$ cat config.mk
export PLATFORM = sky130hd
export DESIGN_NAME = seg_scanner
export DESIGN_NICKNAME = d
export VERILOG_FILES = /design/src/rtl/seg_pkg.sv /design/src/rtl/tc_counter.sv /design/src/rtl/seg_scanner.sv
export SDC_FILE = /design/constraint.sdc
export NUM_CORES = 1
export LEC_CHECK = 0
export CAP_MARGIN = 25
export CORE_AREA = 2 2 54 107
export CTS_CLUSTER_DIAMETER = 150
export CTS_CLUSTER_SIZE = 16
export DETAILED_ROUTE_END_ITERATION = 6
export DIE_AREA = 0 0 56 109
export DONT_BUFFER_PORTS = 1
export PLACE_DENSITY = 0.88
export REMOVE_ABC_BUFFERS = 1
export SYNTH_ARGS = -nofsm -noshare
export SYNTH_HDL_FRONTEND = slang
export SYNTH_SLANG_ARGS = --single-unit
$ cat constraint.sdc
create_clock -name clk -period 2.67 [get_ports clk]
set_input_delay 0.534 -clock clk [delete_from_list [all_inputs] [get_ports clk]]
set_output_delay 0.534 -clock clk [all_outputs]
set_load 0.1 [all_outputs]
$ cat src/rtl/seg_pkg.sv
// Shared display-code definitions for the 4-digit seven-segment path.
// Used by seg_scanner, seg_controller and the game FSM.
package seg_pkg;

   localparam int NUM_DIGITS = 4;
   localparam int CODE_W     = 5;

   // One digit's display code: table select in the MSB, table entry below it.
   typedef struct packed {
      logic       other;
      logic [3:0] num;
   } seg_code_t;

   localparam logic [3:0] LTR_L = 4'd1;
   localparam logic [3:0] LTR_U = 4'd2;
   localparam logic [3:0] LTR_C = 4'd3;
   localparam logic [3:0] LTR_D = 4'd4;
   localparam logic [3:0] LTR_H = 4'd5;
   localparam logic [3:0] LTR_I = 4'd6;

   localparam seg_code_t CODE_BLANK = '{other: 1'b1, num: 4'd0};
   localparam seg_code_t CODE_L     = '{other: 1'b1, num: LTR_L};
   localparam seg_code_t CODE_U     = '{other: 1'b1, num: LTR_U};
   localparam seg_code_t CODE_C     = '{other: 1'b1, num: LTR_C};
   localparam seg_code_t CODE_D     = '{other: 1'b1, num: LTR_D};
   localparam seg_code_t CODE_H     = '{other: 1'b1, num: LTR_H};
   localparam seg_code_t CODE_I     = '{other: 1'b1, num: LTR_I};

   function automatic seg_code_t mk_code(input logic other, input logic [3:0] num);
      return '{other: other, num: num};
   endfunction

   // Active-low one-hot anode pattern for a digit index.
   function automatic logic [NUM_DIGITS-1:0] anode_sel(input logic [1:0] idx);
      return ~(4'b0001 << idx);
   endfunction

endpackage

$ cat src/rtl/tc_counter.sv
// Modulo-N up-counter with a combinational terminal-count pulse.
// tc is high during the cycle the count sits at N-1 while enabled.
module tc_counter #(
   parameter int unsigned N = 4,
   localparam int unsigned W = (N > 1) ? $clog2(N) : 1
) (
   input  logic         clk,
   input  logic         rst,
   input  logic         en,
   output logic [W-1:0] count,
   output logic         tc
);

   localparam logic [W-1:0] LAST = W'(N - 1);

   assign tc = en && (count == LAST);

   // NOTE: state registers use non-blocking assignments so every always_ff
   // samples the pre-edge value of every other register, independent of order.
   always_ff @(posedge clk) begin
      if (rst) begin
         count <= '0;
      end else if (tc) begin
         count <= '0;
      end else if (en) begin
         count <= count + 1'b1;
      end
   end

endmodule

$ cat src/rtl/seg_scanner.sv
// Time-multiplexed 4-digit anode scanner with a frame-synchronous shadow buffer.
// Optional per-digit blinking is built when SEG_BLINK_EN is defined.
module seg_scanner
   import seg_pkg::*;
#(
   parameter int unsigned DWELL     = 100000,
   parameter int unsigned GUARD     = 500,
   parameter int unsigned BLINK_DIV = 25000000
) (
   input  logic                  clk,
   input  logic                  rst,
   input  logic                  wr_en,
   input  logic [1:0]            wr_idx,
   input  logic [3:0]            wr_num,
   input  logic                  wr_other,
   input  logic                  commit,
`ifdef SEG_BLINK_EN
   input  logic [NUM_DIGITS-1:0] blink_mask,
`endif
   output logic                  busy,
   output logic                  frame_tick,
   output logic [NUM_DIGITS-1:0] an,
   output logic [3:0]            num,
   output logic                  other
);

   localparam int CNT_W = $clog2(DWELL);
   localparam logic [CNT_W-1:0] GUARD_C = CNT_W'(GUARD);

   logic [CNT_W-1:0]      cnt;
   logic [CNT_W-1:0]      cnt_nxt;
   logic                  dwell_tc;
   logic [1:0]            idx;
   logic [1:0]            idx_nxt;
   logic                  boundary;
   logic                  apply;
   seg_code_t             code_nxt;
   logic [NUM_DIGITS-1:0] an_nxt;
   seg_code_t             active [NUM_DIGITS];
   seg_code_t             shadow [NUM_DIGITS];

   tc_counter #(.N(DWELL)) u_dwell (
      .clk   (clk),
      .rst   (rst),
      .en    (1'b1),
      .count (cnt),
      .tc    (dwell_tc)
   );

`ifdef SEG_BLINK_EN
   localparam int BLK_W = (BLINK_DIV > 1) ? $clog2(BLINK_DIV) : 1;

   logic [BLK_W-1:0] unused_blink_cnt;
   logic             blink_tc;
   logic             blink_phase;
   logic             blink_phase_nxt;

   tc_counter #(.N(BLINK_DIV)) u_blink (
      .clk   (clk),
      .rst   (rst),
      .en    (1'b1),
      .count (unused_blink_cnt),
      .tc    (blink_tc)
   );

   assign blink_phase_nxt = blink_phase ^ blink_tc;

   always_ff @(posedge clk) begin
      if (rst) begin
         blink_phase <= 1'b0;
      end else begin
         blink_phase <= blink_phase_nxt;
      end
   end
`else
   logic unused_blink_div;
   assign unused_blink_div = |BLINK_DIV;
`endif

   // The frame boundary is the dwell wrap that takes idx from 3 back to 0.
   assign boundary = dwell_tc && (idx == 2'd3);
   assign apply    = boundary && (busy || commit);

   // Outputs are registered from next-state values so that they line up
   // with the counter and index they describe, cycle for cycle.
   // NOTE: every signal written here gets a value on every path, so no latch.
   always_comb begin
      cnt_nxt  = dwell_tc ? '0 : cnt + 1'b1;
      idx_nxt  = dwell_tc ? idx + 2'd1 : idx;
      code_nxt = apply ? shadow[idx_nxt] : active[idx_nxt];
      an_nxt   = (cnt_nxt < GUARD_C) ? '1 : anode_sel(idx_nxt);
`ifdef SEG_BLINK_EN
      if (blink_phase_nxt && blink_mask[idx_nxt]) begin
         an_nxt = '1;
      end
`endif
   end

   // NOTE: the code buffers are only four entries and must power up dark,
   // so they are reset like ordinary registers rather than left as RAM.
   always_ff @(posedge clk) begin
      if (rst) begin
         idx        <= '0;
         busy       <= 1'b0;
         frame_tick <= 1'b0;
         an         <= '1;
         num        <= CODE_BLANK.num;
         other      <= CODE_BLANK.other;
         for (int i = 0; i < NUM_DIGITS; i++) begin
            active[i] <= CODE_BLANK;
            shadow[i] <= CODE_BLANK;
         end
      end else begin
         idx        <= idx_nxt;
         frame_tick <= boundary;
         an         <= an_nxt;
         num        <= code_nxt.num;
         other      <= code_nxt.other;

         if (boundary) begin
            busy <= 1'b0;
         end else if (commit) begin
            busy <= 1'b1;
         end

         // The copy takes the pre-edge shadow; a write on the same edge waits.
         if (apply) begin
            active <= shadow;
         end
         if (wr_en) begin
            shadow[wr_idx] <= mk_code(wr_other, wr_num);
         end
      end
   end

endmodule

==> qor.yml, run 1 <==
hold_buffers: 0
placement.io_buffers: 0
post_cts.resized_instances: 0
drt.antenna.violating_nets: 0
peakVddDrop_mv: 0.620
yosysSeqAreaShare: 0.429
worst_slew_margin_rel: 0.340
synth-edff-count: 0
die_area_sq_mm: 0.00610
synth.largest_area_cell: "sky130_fd_sc_hd__dfxtp_1"
cp_max_fo: 18
fp-row-count: 38
start_util: 0.613
synth_async_sr_flop_share: 0
preCtsSetupSlack_ns: 0.408
global_route.overflow_total: 0
crit_arrival_ns: 2.63
multi_input_area_sq_mm: 0.00174
drtPass1Iterations: 4
finalWirelength_mm: 7.06
post-route-worst-setup-slack_ns: 0.319
power_leakage_nw: 1.30
wire_per_inst_um: 16.5
cts_buffers: 9
grt_setup_unrepaired: "no"
area.sequential_sq_mm: 0.00140
clock_latency_ns: 0.35
ioPinCount: 22
postSynthCellCount: 365
placeableCoreArea_sq_mm: 0.00533
power.total_w: 0.00217
power_density_mw_per_mm2: 613
cts_setup_buffers: 0
detailedRoute.firstIterationViolations: 166
mostFrequentLayoutCell: "sky130_fd_sc_hd__dfxtp_1"
detail_route.vias_per_cell: 6.26
area_growth_syn_to_layout_pct: 8.51
reported_max_cap_violation_count: 0
worstMarginPinSlew_ns: 0.988
ys_top_cells_by_area: "sky130_fd_sc_hd__dfxtp_1, sky130_fd_sc_hd__mux2i_1, sky130_fd_sc_hd__nand2_1"
yosys_warnings: 0
clock-sinks: 70
die_height_um: 109
fin_crit_ns: 2.35
kind_of_launch_point_of_the_worst_setup_path: "flop"
critPathRequiredTime_ns: 2.95
htree_num_levels: 3
path_clk_slew_ns: 0.08
clock_skews_ns: 0.00817
grt_max_degree: 56
netlist-cell-type-count: 51
clk_root_buffer_cell: "sky130_fd_sc_hd__clkbuf_8"
holdCritPathClass: "input port to flop"
number_of_global_route_vias_before_repair: 2656
hold_violations: 0
antenna_cells: 0
clk_path_buf_depth: 2
dr_total_vias: 2678
grt_usage: 0.246
timing.critical_path.to_type: "flop"
timing.setup.critical_path_class: "flop to flop"
most-common-layout-cells: "sky130_fd_sc_hd__dfxtp_1, sky130_fd_sc_hd__nand2_1, sky130_fd_sc_hd__nor2_1, sky130_fd_sc_hd__mux2i_1, sky130_fd_sc_hd__a21oi_1"
place.detailed.hpwl_mm: 4.68
layout_worst_path_cycle_share: 0.881
tritoncts: "built"
synth_top_area_share: 0.429
avgSynthCellArea_sq_um: 8.94
nFillCells: 432
grt_pass1_wl_mm: 12.0
setup-tns-final_ns: 0
finalWeightedCongestion: 0.889
drc: 0
postSynthRegisterBits: 70
setup_viols_final: 0
final_nets: 376
synth_ff_type: "sky130_fd_sc_hd__dfxtp_1"
grt_antenna_before_repair: 0
result_of_the_run: "complete, no violations"
max_freq_mhz: 425
dieWidth_um: 56
post_synth_instance_area_sq_mm: 0.00326
slew_violations: 0
post_route_cells_drive_above_1_share: 0.109
-- sequential cells by signal, indices dropped and copies added (netlist names) --
| name | cells |
|---|---|
| active | 20 |
| shadow | 20 |
| u_dwell.count | 17 |
| an | 4 |
| num | 4 |
| idx | 2 |
| busy | 1 |
| frame_tick | 1 |
| other | 1 |
-- per-stage QoR --
stage          hold slack [ns]  std cells  instance area, sq um   util
3_3_place_gp             0.432        412                  3290  0.619
6_report                 0.243        428                  3540  0.665
5_1_grt                  0.229        428                  3540  0.665
2_1_floorplan            0.423        343                  3150      -
3_5_place_dp             0.451        412                  3290  0.619
4_1_cts                  0.232        428                  3540  0.665
-- cells in the mapped netlist (all sizes together) (5+ instances only) --
master,instances
clkbuf,10
mux2i,32
a211o,5
nand3,12
nand4,6
nand2,59
dfxtp,70
xor2,9
o21ai,9
a21oi,22
mux2,5
nor2,43
buf,12
xnor2,8
nand3b,6
-- cells by family after synthesis --
group / count (synthesis) / synth area share
muxes: 39 / 0.129
and+or+nand+nor: 154 / 0.237
xor gates and xnor gates: 17 / 0.0456
buffers and inverters: 25 / 0.0376
AOI/OAI and AO/OA: 58 / 0.113
DFF: 70 / 0.429
adders and majority gates: 2 / 0.00767
-- per-layer routing --
layer  GRT usage  routed length, um  vias up
met5           0                  0        -
met4       0.126                193        0
met3      0.0558                419       19
met2       0.411               3610      102
met1       0.294               2830     1268
li1            -                  -     1289
-- final cells by class --
class,count,area share
sequential,70,0.396
multi-input combinational,270,0.491
clock inverter,7,0.0346
timing repair buffer,9,0.0191
tap,60,0.0212
clock buffer,9,0.0350
inverter,3,0.00318
-- worst max-delay path: stages (launching register included) --
cell	delay (ns)
sky130_fd_sc_hd__dfxtp_1	0.46
sky130_fd_sc_hd__ha_1	0.83
sky130_fd_sc_hd__mux2i_1	0.16
sky130_fd_sc_hd__nand2_1	0.10
sky130_fd_sc_hd__o311ai_0	0.16
sky130_fd_sc_hd__mux2i_1	0.26
sky130_fd_sc_hd__o21ai_0	0.15
sky130_fd_sc_hd__a21oi_1	0.16
-- power by group --
group | leakage [nW] | switching, W | internal, W
Combinational | 0.619 | 0.0000334 | 0.0000283
Sequential | 0.567 | 0.0000163 | 0.00106
Clock | 0.116 | 0.000411 | 0.000623
-- final timing paths --
path,end,depth (start not counted),startpoint,slack [ns]
min,active[0],1,rst,0.24
max reg2reg,num[1],7,idx[1],0.32
min reg2reg,active[17],2,active[17],0.46
max,num[1],7,idx[1],0.32
Power figures use the tool's default switching activity.
==> inputs of run 2 (changes only) <==
PLACE_DENSITY = 0.83   (was 0.88)
==> run 2 against run 1 <==
  * Flip-flop and latch count unchanged
  * Sequential power about the same
  * Non-clock buffer count fell by 1
  * Core utilization down 1.0 points
  * Cell count is 0.23% lower
  * Largest cell class unchanged
  * Power is 8.9% lower
  * Clock power down 18%
  * Register-to-register slack is essentially flat
  * Sequential share of layout area grew 0.63 points
  * Highest routed layer unchanged
  * Cell area shrank 1.6%
  * Worst hold slack got worse by 0.0065 ns
  * Critical endpoint is now other
==> qor.yml, run 2 (same netlist as run 1, synthesis figures left out) <==
grt_setup_unrepaired: "no"
number_of_global_route_vias_before_repair: 2438
holdCritPathClass: "input port to flop"
max_freq_mhz: 424
worst_slew_margin_rel: 0.375
clk_root_buffer_cell: "sky130_fd_sc_hd__clkbuf_8"
dr_total_vias: 2592
clock-sinks: 70
antenna_cells: 0
crit_arrival_ns: 2.59
placement.io_buffers: 0
launch_point_of_the_worst_path: "u_dwell.count[9]"
start_util: 0.613
peakVddDrop_mv: 0.533
die_area_sq_mm: 0.00610
timing.setup.critical_path_class: "flop to flop"
reported_max_cap_violation_count: 0
detail_route.vias_per_cell: 6.07
dieWidth_um: 56
timing.critical_path.to_type: "flop"
finalWirelength_mm: 6.52
grt_antenna_before_repair: 0
hold_violations: 0
worstHoldStart: "rst"
layout_worst_path_cycle_share: 0.884
fin_crit_ns: 2.36
place.detailed.hpwl_mm: 4.59
most-common-layout-cells: "sky130_fd_sc_hd__dfxtp_1, sky130_fd_sc_hd__nand2_1, sky130_fd_sc_hd__nor2_1, sky130_fd_sc_hd__mux2i_1, sky130_fd_sc_hd__a21oi_1"
die_height_um: 109
path_clk_slew_ns: 0.07
fp-row-count: 38
grt_usage: 0.232
critical_path.reg2reg.startpoint: "u_dwell.count[9]"
preCtsSetupSlack_ns: 0.345
placeableCoreArea_sq_mm: 0.00533
finalWeightedCongestion: 0.871
drc: 0
setup-tns-final_ns: 0
cts_buffers: 9
critPathRequiredTime_ns: 2.90
kind_of_launch_point_of_the_worst_setup_path: "flop"
post-route-worst-setup-slack_ns: 0.310
grt_max_degree: 56
area_growth_syn_to_layout_pct: 6.83
final_nets: 375
clock_latency_ns: 0.36
ioPinCount: 22
power_density_mw_per_mm2: 568
htree_num_levels: 3
wire_per_inst_um: 15.3
mostFrequentLayoutCell: "sky130_fd_sc_hd__dfxtp_1"
reg.largest.list: "active: 20 flops, shadow: 20 flops, u_dwell.count: 17 flops"
post_cts.resized_instances: 0
global_route.overflow_total: 0
cp_max_fo: 7
tritoncts: "built"
setup_viols_final: 0
drtPass1Iterations: 4
grt_pass1_wl_mm: 11.1
result_of_the_run: "complete, no violations"
clock_skews_ns: 0.00696
detailedRoute.firstIterationViolations: 109
clk_path_buf_depth: 2
cts_setup_buffers: 0
power_leakage_nw: 1.28
hold_buffers: 0
drt.antenna.violating_nets: 0
post_route_cells_drive_above_1_share: 0.106
slew_violations: 0
worstMarginPinSlew_ns: 0.936
[run 2: cell types whose count changed in the layout (fill, tap and decap cells not counted), sizes merged]
cell | previous run | this run
clkbuf | 9 | 10
clkinv | 2 | 4
buf | 9 | 8
bufinv | 3 | 1
clkinvlp | 2 | 1
[run 2: path summary, 6_finish.rpt]
check	to	depth (start not counted)	slack, ns
worst max-delay path	other	6	0.31
worst min-delay path	active[3]	1	0.24
worst max register to register	other	6	0.31
worst min register to register	active[0]	2	0.45
[run 2: report_power, final]
group,internal [W],leakage (nW),switching [W]
Clock,0.000452,0.102,0.000390
Combinational,0.0000282,0.614,0.0000327
Sequential,0.00106,0.567,0.0000152
[run 2: area by class of cell]
cell class                 instances  area, sq um
fill                             456         1840
clock inverter                     6         61.3
tap                               60         75.1
multi-input combinational        270         1740
clock buffer                      10          138
sequential                        70         1400
timing repair buffer               8         60.1
inverter                           3         11.3
[run 2: layer usage]
layer,global-route usage,part of all wire,vias up
met5,0,0,-
met4,0.163,0.037,0
met1,0.287,0.43,1201
met3,0.0368,0.041,21
li1,-,-,1294
met2,0.366,0.49,76
[run 2: through the flow]
stage | util | instances | area, sq um | hold slack (ns) | total power [W]
2_1_floorplan | - | 343 | 3150 | 0.423 | 0.00115
3_3_place_gp | 0.617 | 411 | 3290 | 0.433 | 0.00116
3_5_place_dp | 0.617 | 411 | 3290 | 0.437 | 0.00116
4_1_cts | 0.655 | 427 | 3490 | 0.220 | 0.00200
5_1_grt | 0.655 | 427 | 3490 | 0.233 | 0.00204
6_report | 0.655 | 427 | 3490 | 0.236 | 0.00198
[run 2: worst max-delay path, cell delays in order, from the launching register on]
cell                       delay [ns]
sky130_fd_sc_hd__dfxtp_1         0.48
sky130_fd_sc_hd__nand3_2         0.12
sky130_fd_sc_hd__or4b_4          0.56
sky130_fd_sc_hd__nor3_4          0.28
sky130_fd_sc_hd__mux2_2          0.40
sky130_fd_sc_hd__o311ai_1        0.27
sky130_fd_sc_hd__o21ai_0         0.14
==> inputs of run 3 (changes only) <==
CORE_AREA = 2 2 58 115   (was 2 2 54 107)
DIE_AREA = 0 0 60 117   (was 0 0 56 109)
PLACE_DENSITY = 0.74   (was 0.83)
==> run 3 against run 2 <==
  * Worst setup slack gained 0.012 ns
  * Register-to-register slack is essentially flat
  * Worst hold slack improved by 0.036 ns
  * Largest cell class unchanged
  * Largest power group is now the clock network
==> qor.yml, run 3 (same netlist as run 1, synthesis figures left out) <==
clock-sinks: 70
most-common-layout-cells: "sky130_fd_sc_hd__dfxtp_1, sky130_fd_sc_hd__nand2_1, sky130_fd_sc_hd__nor2_1, sky130_fd_sc_hd__mux2i_1, sky130_fd_sc_hd__a21oi_1"
hold_violations: 0
drc: 0
htree_num_levels: 3
slew_violations: 0
die_area_sq_mm: 0.00702
cts_setup_buffers: 0
switching_power_w: 0.000460
final_util: 0.585
launch_point_of_the_worst_path: "u_dwell.count[0]"
nFillCells: 557
grt_max_degree: 56
clk_path_buf_depth: 2
grt_pass1_wl_mm: 11.7
grt_setup_unrepaired: "no"
timing.critical_path.to_type: "flop"
ioPinCount: 22
reported_max_cap_violation_count: 0
grt_usage: 0.218
final_nets: 376
wire_per_inst_um: 15.2
clk_root_buffer_cell: "sky130_fd_sc_hd__clkbuf_16"
antenna_cells: 0
power_report.internal_total_w: 0.00186
placement.io_buffers: 0
worstMarginPinSlew_ns: 0.974
clock_skews_ns: 0.00377
worst_slew_margin_rel: 0.350
max_freq_mhz: 426
clock_latency_ns: 0.33
mostFrequentLayoutCell: "sky130_fd_sc_hd__dfxtp_1"
hold_buffers: 0
power.switching_fraction: 0.198
holdCritPathClass: "input port to flop"
power_leakage_nw: 1.33
reg.largest.list: "active: 20 flops, shadow: 20 flops, u_dwell.count: 17 flops"
area_growth_syn_to_layout_pct: 11.2
number_of_global_route_vias_before_repair: 2492
fp-row-count: 41
global_route.overflow_total: 0
layout.cell_area.non_filler_sq_mm: 0.00363
setup_viols_final: 0
dieWidth_um: 60
result_of_the_run: "complete, no violations"
tritoncts: "built"
dr_total_vias: 2604
drt.antenna.violating_nets: 0
finalWeightedCongestion: 0.879
post_cts.resized_instances: 0
critical_path.reg2reg.startpoint: "u_dwell.count[0]"
start_util: 0.526
finalWirelength_mm: 6.91
power_frac_comb: 0.026
cp_max_fo: 8
die_height_um: 117
detailedRoute.firstIterationViolations: 176
drtPass1Iterations: 5
post_route_cells_drive_above_1_share: 0.103
detail_route.vias_per_cell: 5.74
setup-tns-final_ns: 0
crit_arrival_ns: 2.54
path_clk_slew_ns: 0.05
placeableCoreArea_sq_mm: 0.00621
grt_antenna_before_repair: 0
share_seq_of_total_power: 0.464
fin_crit_ns: 2.35
clock_power_share: 0.510
timing.setup.critical_path_class: "flop to flop"
cts_buffers: 9
worstHoldStart: "rst"
dpl_cell_area_sq_mm: 0.00333
critPathRequiredTime_ns: 2.86
peakVddDrop_mv: 0.583
power_density_mw_per_mm2: 640
setup.reg_to_reg.worst_slack_ns: 0.32
kind_of_launch_point_of_the_worst_setup_path: "flop"
place.detailed.hpwl_mm: 4.84
layout_worst_path_cycle_share: 0.879
run 3: changes by cell type in the layout (fill, tap and decap cells not counted), sizes merged:
cell	delta
clkbuf	+3
clkinv	-3
buf	+1
run 3: worst max-delay path, stage by stage, from the launching register on:
cell	delay (ns)
sky130_fd_sc_hd__dfxtp_1	0.38
sky130_fd_sc_hd__ha_1	0.30
sky130_fd_sc_hd__nand4_2	0.30
sky130_fd_sc_hd__nor4_1	0.48
sky130_fd_sc_hd__xnor2_1	0.16
sky130_fd_sc_hd__o2111a_1	0.14
sky130_fd_sc_hd__o2111ai_1	0.34
sky130_fd_sc_hd__nand3_1	0.12
run 3: layer usage:
metal / part of all wire / track usage / vias up
met3: 0.055 / 0.0626 / 12
met1: 0.42 / 0.272 / 1219
met4: 0.019 / 0.0874 / 0
met5: 0 / 0 / -
li1: - / - / 1286
met2: 0.51 / 0.348 / 87
run 3: worst paths after layout:
path                      to  depth (start not counted)
setup reg to reg       an[0]                          7
hold / removal    active[10]                          1
setup / recovery       an[0]                          7
hold reg to reg    active[1]                          2
run 3: through the flow:
step | std cells | hold WS [ns] | total power, W | setup WS [ns]
after floorplan | 343 | 0.423 | 0.00115 | 0.00266
after global placement | 438 | 0.434 | 0.00116 | 0.433
after detailed placement | 438 | 0.440 | 0.00116 | 0.374
after CTS | 454 | 0.261 | 0.00235 | 0.341
after global routing | 454 | 0.262 | 0.00240 | 0.0899
final | 454 | 0.273 | 0.00232 | 0.322
run 3: final cells by class:
| cell class | count | area [sq um] | share of cell area |
|---|---|---|---|
| inverter | 3 | 11.3 | 0.00310 |
| clock inverter | 3 | 42.5 | 0.0117 |
| sequential | 70 | 1400 | 0.386 |
| clock buffer | 13 | 260 | 0.0717 |
| tap | 86 | 108 | 0.0296 |
| multi-input combinational | 270 | 1740 | 0.479 |
| timing repair buffer | 9 | 67.6 | 0.0186 |
run 3: power groups by stage:
| stage | Combinational, W | Clock, W | Sequential (W) |
|---|---|---|---|
| after floorplan | 0.0000429 | 0 | 0.00110 |
| after global placement | 0.0000584 | 0 | 0.00110 |
| after detailed placement | 0.0000608 | 0 | 0.00110 |
| after CTS | 0.0000613 | 0.00121 | 0.00108 |
| after global routing | 0.0000670 | 0.00125 | 0.00108 |
| final | 0.0000605 | 0.00118 | 0.00108 |
